File: config.mk
export PLATFORM = sky130hd
export DESIGN_NAME = bit_perm_ctrl
export DESIGN_NICKNAME = d
export VERILOG_FILES = /design/src/rtl/aes_perm_pkg.sv /design/src/rtl/word_perm.sv /design/src/rtl/bit_perm_ctrl.sv
export SDC_FILE = /design/constraint.sdc
export NUM_CORES = 1
export LEC_CHECK = 0
export CELL_PAD_IN_SITES_DETAIL_PLACEMENT = 0
export CELL_PAD_IN_SITES_GLOBAL_PLACEMENT = 1
export CORE_MARGIN = 3
export CORE_UTILIZATION = 30
export DETAILED_ROUTE_END_ITERATION = 6
export GPL_TIMING_DRIVEN = 1
export PLACE_DENSITY_LB_ADDON = 0.05
export SLEW_MARGIN = 20
export SYNTH_ARGS = -nofsm -noshare
export SYNTH_HDL_FRONTEND = slang
export SYNTH_SLANG_ARGS = --single-unit
File: constraint.sdc
create_clock -name clk -period 2 [get_ports clk]
set_clock_uncertainty 0.1 [all_clocks]
set_input_delay 0.4 -clock clk [delete_from_list [all_inputs] [get_ports clk]]
set_output_delay 0.4 -clock clk [all_outputs]
set_load 0.005 [all_outputs]
File: src/rtl/aes_perm_pkg.sv
// Shared constants, state encoding and word helpers for the bit-permuted MixColumn stage.
package aes_perm_pkg;

    localparam int unsigned WORD_W  = 32;
    localparam int unsigned STATE_W = 128;
    localparam int unsigned NWORDS  = 4;

    typedef enum logic [1:0] {
        IDLE = 2'd0,
        RUN  = 2'd1,
        DONE = 2'd2
    } state_e;

    localparam logic PERM_FWD = 1'b0;
    localparam logic PERM_INV = 1'b1;

    // Word 0 is the most-significant 32 bits of the state.
    function automatic logic [WORD_W-1:0] get_word(input logic [STATE_W-1:0] s,
                                                   input logic [1:0]         i);
        logic [WORD_W-1:0] w;
        unique case (i)
            2'd0:    w = s[127:96];
            2'd1:    w = s[95:64];
            2'd2:    w = s[63:32];
            default: w = s[31:0];
        endcase
        return w;
    endfunction

    function automatic logic [STATE_W-1:0] set_word(input logic [STATE_W-1:0] s,
                                                    input logic [1:0]         i,
                                                    input logic [WORD_W-1:0]  w);
        logic [STATE_W-1:0] r;
        r = s;
        unique case (i)
            2'd0:    r[127:96] = w;
            2'd1:    r[95:64]  = w;
            2'd2:    r[63:32]  = w;
            default: r[31:0]   = w;
        endcase
        return r;
    endfunction

endpackage

File: src/rtl/word_perm.sv
// Combinational 32-bit bit permuter: 4x8 <-> 8x4 bit transpose, selectable direction.
module word_perm
    import aes_perm_pkg::*;
(
    input  logic [WORD_W-1:0] word_in,
    input  logic              inv,
    output logic [WORD_W-1:0] word_out_c
);

    logic [WORD_W-1:0] fwd_w;
    logic [WORD_W-1:0] inv_w;

    always_comb begin
        fwd_w = '0;
        inv_w = '0;
        for (int r = 0; r < 4; r++) begin
            for (int c = 0; c < 8; c++) begin
                inv_w[31-(8*r+c)] = word_in[31-(r+4*c)];
                fwd_w[31-(r+4*c)] = word_in[31-(8*r+c)];
            end
        end
        word_out_c = (inv == PERM_INV) ? inv_w : fwd_w;
    end

endmodule

File: src/rtl/bit_perm_ctrl.sv
// Sequences a 128-bit state through LANES shared word permuters, MS word first,
// and hands the result off over a valid/ready interface.
module bit_perm_ctrl
    import aes_perm_pkg::*;
#(
    parameter int unsigned LANES = 1
) (
    input  logic               clk,
    input  logic               rst_n,
    input  logic               in_valid,
    output logic               in_ready,
    input  logic               in_inv,
    input  logic [STATE_W-1:0] in_data,
    input  logic               abort,
    output logic               out_valid,
    input  logic               out_ready,
    output logic [STATE_W-1:0] out_data,
    output logic               busy
);

    localparam logic [1:0] LAST_IDX = 2'(NWORDS - LANES);
    localparam logic [1:0] IDX_STEP = 2'(LANES);

    state_e             state_q, state_d;
    logic [1:0]         idx_q, idx_d;
    logic [STATE_W-1:0] blk_q, blk_d;
    logic               inv_q, inv_d;
    logic [STATE_W-1:0] acc_q, acc_d;
    logic [STATE_W-1:0] out_data_q, out_data_d;
    logic               out_valid_q, out_valid_d;
    logic               busy_q, busy_d;

    logic [WORD_W-1:0]  lane_out [LANES];

    for (genvar g = 0; g < LANES; g++) begin : g_lane
        word_perm u_word_perm (
            .word_in    (get_word(blk_q, idx_q + 2'(g))),
            .inv        (inv_q),
            .word_out_c (lane_out[g])
        );
    end

    // Accept in IDLE, or in DONE in the same cycle the result is taken.
    assign in_ready = (state_q == IDLE) || ((state_q == DONE) && out_ready);

    always_comb begin
        state_d    = state_q;
        idx_d      = idx_q;
        blk_d      = blk_q;
        inv_d      = inv_q;
        acc_d      = acc_q;
        out_data_d = out_data_q;

        unique case (state_q)
            IDLE: begin
                if (in_valid) begin
                    blk_d   = in_data;
                    inv_d   = in_inv;
                    idx_d   = '0;
                    state_d = RUN;
                end
            end
            RUN: begin
                if (abort) begin
                    idx_d   = '0;
                    state_d = IDLE;
                end else begin
                    for (int unsigned l = 0; l < LANES; l++) begin
                        acc_d = set_word(acc_d, idx_q + 2'(l), lane_out[l]);
                    end
                    if (idx_q == LAST_IDX) begin
                        out_data_d = acc_d;
                        idx_d      = '0;
                        state_d    = DONE;
                    end else begin
                        idx_d = idx_q + IDX_STEP;
                    end
                end
            end
            DONE: begin
                if (out_ready) begin
                    if (in_valid) begin
                        blk_d   = in_data;
                        inv_d   = in_inv;
                        idx_d   = '0;
                        state_d = RUN;
                    end else begin
                        state_d = IDLE;
                    end
                end
            end
            default: state_d = IDLE;
        endcase

        out_valid_d = (state_d == DONE);
        busy_d      = (state_d != IDLE);
    end

    always_ff @(posedge clk or negedge rst_n) begin
        if (!rst_n) begin
            state_q     <= IDLE;
            idx_q       <= '0;
            blk_q       <= '0;
            inv_q       <= PERM_FWD;
            acc_q       <= '0;
            out_data_q  <= '0;
            out_valid_q <= 1'b0;
            busy_q      <= 1'b0;
        end else begin
            state_q     <= state_d;
            idx_q       <= idx_d;
            blk_q       <= blk_d;
            inv_q       <= inv_d;
            acc_q       <= acc_d;
            out_data_q  <= out_data_d;
            out_valid_q <= out_valid_d;
            busy_q      <= busy_d;
        end
    end

    assign out_data  = out_data_q;
    assign out_valid = out_valid_q;
    assign busy      = busy_q;

endmodule
==> impl_metrics.toml, run 1 <==
[cts]
cts_root_buf = "clkbuf_16"
clkTransAtPathRegs_ns = 0.06
cts_tree = "yes"
insertion_delay_ns = 0.57
h-tree-depth = 2
clockBufferDepth = 3
clock-sinks = 391
numCtsBuffers = 45

[logic_synthesis]
syn_inst = 1475
synthTopCellsByCount = "391 x dfrtp_1, 179 x nand2_1, 142 x a21oi_1"
synth_area_um2 = 16470
synth_area_leaders = "dfrtp_1 59%, mux2_1 5.5%, o22ai_1 4.6%"
syn_nets = 1614
synth_cell_type_count = 35
ys_ff_latch = 391
yosys.area.top_type = "dfrtp_1"
synth_edf_count = 0
synth_most_common_cell = "dfrtp_1"
netlist.area_leader.share_pct = 59.40
synth_async_sr_flop_share_pct = 100.0
syn_avg_cell_area_um2 = 11.17
ys.flop_type = "dfrtp_1"
ys_warn_count = 0
yosysSeqAreaShare_pct = 59.40

[critical_path]
arrival_ns = 2.77
required_ns = 2.34
r2r_start = "idx_q[0]$_DFFE_PN0P_"
worstReg2RegEnd = "out_data[108]$_DFFE_PN0P_"
cp-end-kind = "flop"
worstPathMaxFanout = 8
r2r_slack_ns = -0.43
start_kind = "flop"
cpPeakStageDelay_ns = 0.53
cp_cell_sequence = "inv_2, ha_4, buf_12, buf_8, a222oi_1, nand2_1, a32oi_2, buf_6, o22ai_2"
critPathKind = "flop to flop"
reg2reg_depth = 9
slowest_stage = "a222oi_1"

[floorplanning]
initial_core_util_pct = 30.49
fp.dieH_um = 240.3
pin_count = 265
die_w_um = 240.3
dieArea_um2 = 57750
core_um2 = 54030
rows = 85

[sta]
whs_ns = 0.2596
finalHoldViolations = 0
tightest_slew_ns = 0.5756
finalCriticalPeriod_ns = 2.430
slew_violations = 0
max_freq_mhz = 411.6
rsz0062_at_grt = "yes"
worst_slack_ns = -0.4297
finalCritPeriodShare_pct = 121.5
slew_headroom_pct = 61.63
finalSetupViolations = 245

[global_routing]
grt_overflow = 0
grt_pass1_vias = 13230
grt_max_degree = 56
antenna_found_initial = 6
grt_pass1_wl_um = 84660
grt_use_total_pct = 19.28

[finish]
seqCellArea_um2 = 9791
multi_input_area_um2 = 7022
fillers = 5179
area_growth_pct = 48.41
nNetsFinal = 2003
finalNonFillerCells = 2596
design_area_um2 = 24440
drive_above_1_share_pct = 28.06

[placed_design]
placed_cells = 2457
gp_congestion = 0.7568
hpwl_um = 37880
preCtsSetupSlack_ns = -0.5550
port_buffers = 264
dpl_cell_area_um2 = 21170

[pwr]
power_density_nw_per_um2 = 1627
p_int_uw = 25410
totalPowerFinal_uw = 39780
clkPwrFrac_pct = 21.3
switchingPower_uw = 14370
p_leak_uw = 0.01125
netSwitchingFraction_pct = 36.12
p_seq_share_pct = 33.0
ir_worst_vdd_uv = 833.2
combPwrFrac_pct = 45.7

[route]
drc_errors = 0
wl_per_cell_um = 21.81
totalWireLength_um = 56620
via_count = 13100
detail-route-antenna-nets = 0
drt-pass1-iter-count = 6
viasPerCell = 5.045
drt_iter0_drc = 714

[run]
cap_violations = 0

[hold_path]
min_path_type = "input pin to asynchronous set/reset pin"

[outcome]
violations = "setup timing"
status = "finished with violations"
-- registers in the layout (all words and copies together), names as in the netlist --
register,flops
blk_q,128
inv_q,1
out_data,128
busy,1
acc_q,128
out_valid,1
idx_q,2
state_q,2
-- worst max-delay path by stage --
stage                                    start                         to
after floorplan           idx_q[0]$_DFFE_PN0P_  out_data[125]$_DFFE_PN0P_
after global placement    idx_q[0]$_DFFE_PN0P_   out_data[12]$_DFFE_PN0P_
after detailed placement  idx_q[0]$_DFFE_PN0P_   out_data[76]$_DFFE_PN0P_
after CTS                 idx_q[0]$_DFFE_PN0P_   out_data[33]$_DFFE_PN0P_
after global routing      idx_q[0]$_DFFE_PN0P_  out_data[102]$_DFFE_PN0P_
final                     idx_q[0]$_DFFE_PN0P_  out_data[108]$_DFFE_PN0P_
-- worst max-delay path: cells and delay by family, from the launching register on --
family | cells | cell delay (ns)
compound gates | 3 | 0.87
buf+inv | 4 | 0.52
flops | 1 | 0.37
fa+ha+maj | 1 | 0.21
simple gates | 1 | 0.21
-- cell type report --
class / count / share of cell area (%)
timing repair buffer: 460 / 21.15
sequential: 391 / 40.05
clock buffer: 68 / 5.615
inverter: 19 / 0.2918
clock inverter: 11 / 0.5630
tap: 696 / 3.562
antenna: 4 / 0.04095
multi-input combinational: 947 / 28.72
-- timing repair --
| action | CTS | global route |
|---|---|---|
| endpoints found under the setup margin | 320 | 338 |
| endpoints found under the hold margin | 36 | 0 |
| hold buffers | 1 | 0 |
| pin swaps | 51 | 117 |
| cloned | 0 | 1 |
| buffers inserted | 23 | 31 |
| gates resized for setup | 53 | 310 |
-- layout by cell type, fill, tap and decap left out, types with 2 or more instances in the layout --
master / n
mux2_4: 8
mux2i_1: 6
a32oi_2: 18
clkbuf_1: 7
dfrtp_2: 5
inv_1: 16
inv_6: 2
clkdlybuf4s50_1: 186
diode_2: 4
nand2_1: 163
o21ai_0: 6
nand2_4: 9
bufinv_16: 3
ha_4: 4
inv_2: 3
buf_4: 108
o21ai_2: 97
dlymetal6s2s_1: 76
nand3_1: 2
a222oi_1: 31
buf_6: 22
o22ai_1: 68
nor2_1: 121
o21ai_1: 35
clkinv_2: 6
nand2_2: 7
a32oi_4: 12
o22ai_4: 6
mux2_2: 41
mux2_1: 80
o22ai_2: 46
clkbuf_16: 46
buf_8: 6
a21oi_1: 142
and2_1: 8
nand2b_1: 24
buf_12: 58
clkbuf_8: 16
dfrtp_1: 386
-- metal layers --
metal | global-route usage [%] | up-vias | share of wire (%)
met5 | 0 | - | 0.092
li1 | - | 6109 | -
met2 | 30.98 | 267 | 47
met3 | 3.785 | 72 | 4.4
met1 | 27.17 | 6641 | 46
met4 | 4.007 | 8 | 1.7
-- power groups by stage --
stage / clock [µW] / combinational (µW) / sequential, µW
floorplan: 0 / 6650 / 12600
global placement: 0 / 15500 / 13300
detailed placement: 0 / 15700 / 13300
CTS: 8710 / 16400 / 13200
global route: 9020 / 19600 / 13500
finish: 8470 / 18200 / 13100
-- kinds of logic after synthesis --
| group | count (synthesis) | synth area share (%) |
|---|---|---|
| AOI/OAI and AO/OA | 467 | 18.22 |
| DFF | 391 | 59.40 |
| adders and majority gates | 5 | 0.3798 |
| buffers and inverters | 137 | 4.178 |
| muxes | 135 | 9.366 |
| and+or+nand+nor | 340 | 8.455 |
-- metrics by stage --
step,utilization [%],setup TNS [ns]
floorplan,-,-2.370
global placement,39.19,-138.54
detailed placement,39.19,-132.75
CTS,42.64,-82.06
global route,45.23,-105.56
finish,45.25,-79.84
No activity file was read; power rests on OpenSTA's default activity.
==> run 2, diff against run 1 <==
--- a/config.mk
+++ b/config.mk
@@ -5,6 +5,7 @@
 export SDC_FILE = /design/constraint.sdc
 export NUM_CORES = 1
 export LEC_CHECK = 0
+export CAP_MARGIN = 10
 export CELL_PAD_IN_SITES_DETAIL_PLACEMENT = 0
 export CELL_PAD_IN_SITES_GLOBAL_PLACEMENT = 1
 export CORE_MARGIN = 3
==> results of run 2 <==
Same layout as run 1: the final DEF is identical, and so are final timing and power.
==> run 3, diff against run 2 <==
--- a/config.mk
+++ b/config.mk
@@ -8,7 +8,7 @@
 export CAP_MARGIN = 10
 export CELL_PAD_IN_SITES_DETAIL_PLACEMENT = 0
 export CELL_PAD_IN_SITES_GLOBAL_PLACEMENT = 1
-export CORE_MARGIN = 3
+export CORE_MARGIN = 5
 export CORE_UTILIZATION = 30
 export DETAILED_ROUTE_END_ITERATION = 6
 export GPL_TIMING_DRIVEN = 1
==> run 3 against run 2 <==
Sequential cell count unchanged. Clock power increased by 2%. The flow still finishes with violations (setup timing). Utilization about the same. Combinational power barely moved. Worst hold slack worse by 0.043 ns. Count of clock-buffer cells in the layout up 1. Power up 0.29%.
==> impl_metrics.toml, run 3 (synthesis results as in run 1) <==
[outcome]
status = "finished with violations"
violations = "setup timing"

[global_routing]
grt_pass1_vias = 13480
grt_overflow = 0
antenna_found_initial = 6
grt_pass1_wl_um = 86730
grt_max_degree = 59
grt_use_total_pct = 18.61

[route]
viasPerCell = 5.066
wl_per_cell_um = 22.20
detail-route-antenna-nets = 0
drt-pass1-iter-count = 6
drt_iter0_drc = 788
drc_errors = 0
via_count = 13110
totalWireLength_um = 57440

[placed_design]
hpwl_um = 38670
dpl_cell_area_um2 = 21220
gp_congestion = 0.7317
port_buffers = 264
placed_cells = 2455
preCtsSetupSlack_ns = -0.6131

[finish]
drive_above_1_share_pct = 25.81
area_growth_pct = 48.84
fillers = 5126
design_area_um2 = 24510
final_cell_mix = "388 x dfrtp_1, 163 x nand2_1, 160 x clkdlybuf4s50_1"
final_core_util_pct = 45.29
nNetsFinal = 1998
finalNonFillerCells = 2587
insertedDiodeCount = 0
layout_commonest_cell = "dfrtp_1"

[sta]
max_freq_mhz = 384.8
finalCriticalPeriod_ns = 2.599
slew_headroom_pct = 52.74
finalHoldViolations = 0
worst_slack_ns = -0.5988
finalSetupTns_ns = -89.87
slew_violations = 0
finalCritPeriodShare_pct = 129.9
finalSetupViolations = 250
tightest_slew_ns = 0.7089
rsz0062_at_grt = "yes"

[floorplanning]
core_um2 = 54130
fp.dieH_um = 244.3
pin_count = 265
rows = 85
dieArea_um2 = 59690
die_w_um = 244.3
initial_core_util_pct = 30.43

[cts]
h-tree-depth = 2
numCtsBuffers = 46
clkTransAtPathRegs_ns = 0.06
cts_root_buf = "clkbuf_16"
clockBufferDepth = 3
cts_tree = "yes"
insertion_delay_ns = 0.58
clock-sinks = 391

[critical_path]
required_ns = 2.35
critical_path.startpoint = "idx_q[1]$_DFFE_PN0P_"
critPathKind = "flop to flop"
worstReg2RegEnd = "out_data[53]$_DFFE_PN0P_"
start_kind = "flop"
crit_end = "out_data[53]$_DFFE_PN0P_"
cp-end-kind = "flop"
r2r_slack_ns = -0.60
arrival_ns = 2.95
reg2reg_depth = 8
worstPathMaxFanout = 8
r2r_start = "idx_q[1]$_DFFE_PN0P_"

[pwr]
ir_worst_vdd_uv = 716.9
power_density_nw_per_um2 = 1627
p_leak_uw = 0.01155

[run]
cap_violations = 0

[hold_path]
min_path_type = "input pin to asynchronous set/reset pin"
## run 3: changes by cell type in the layout (fill, tap and decap cells not counted), sizes merged
cell / before / now
dlymetal6s2s: 76 / 103
clkbuf: 70 / 72
clkinv: 6 / 5
diode: 4 / 0
bufinv: 3 / 4
clkdlybuf4s50: 186 / 160
buf: 195 / 187
## run 3: metrics by stage
| stage | hold slack, ns | total power, µW |
|---|---|---|
| 6_report | 0.2162 | 39900 |
| 5_1_grt | 0.2253 | 42290 |
| 4_1_cts | 0.2117 | 38750 |
| 3_5_place_dp | 0.2416 | 29070 |
| 3_3_place_gp | 0.2518 | 28880 |
| 2_1_floorplan | 0.004409 | 19230 |
## run 3: cell type report
cell class	count	area, µm²	share of cell area (%)
flip-flops and latches	391	9788	39.93
multi-input cells	947	6974	28.45
repair buffers	454	5265	21.48
clock buffers	69	1369	5.584
well taps	696	870.8	3.552
clock inverters	11	173.9	0.7094
inverters	19	73.82	0.3011
## run 3: timing repair
action | in CTS | in global routing
setup buffers | 11 | 39
hold buffers | 1 | 0
endpoints found under the setup margin | 332 | 362
cloned | 0 | 4
hold endpoints to repair | 63 | 0
pin swaps | 35 | 105
resized for setup | 69 | 294
## run 3: report_power, final
group,switching [µW],internal (µW)
Combinational,8870,9270
Clock,3420,5230
Sequential,2060,11100
Total,14300,25500
## run 3: per-layer routing
layer	up-vias	GRT usage, %	share of wire [%]
met5	-	0	0.14
met4	10	4.414	2.2
met3	84	3.953	4.6
met2	285	29.73	47
met1	6630	26.11	46
li1	6097	-	-
## run 3: worst min-delay path by stage
stage / endpoint / slack [ns] / cells after the start
global placement: out_data[85]$_DFFE_PN0P_ / 0.25 / 1
global route: out_data[85]$_DFFE_PN0P_ / 0.23 / 2
floorplan: acc_q[0]$_DFFE_PN0P_ / 0.004 / 0
detailed placement: out_data[85]$_DFFE_PN0P_ / 0.24 / 1
finish: out_data[85]$_DFFE_PN0P_ / 0.22 / 2
CTS: out_data[85]$_DFFE_PN0P_ / 0.21 / 2
## run 3: worst max-delay path, stage by stage, from the launching register on
cell and delay, ns:
dfrtp_1 0.40, buf_6 0.13, ha_4 0.21, buf_6 0.13
a222oi_1 0.64, nand2_1 0.24, a32oi_2 0.33, buf_12 0.19
o22ai_1 0.09
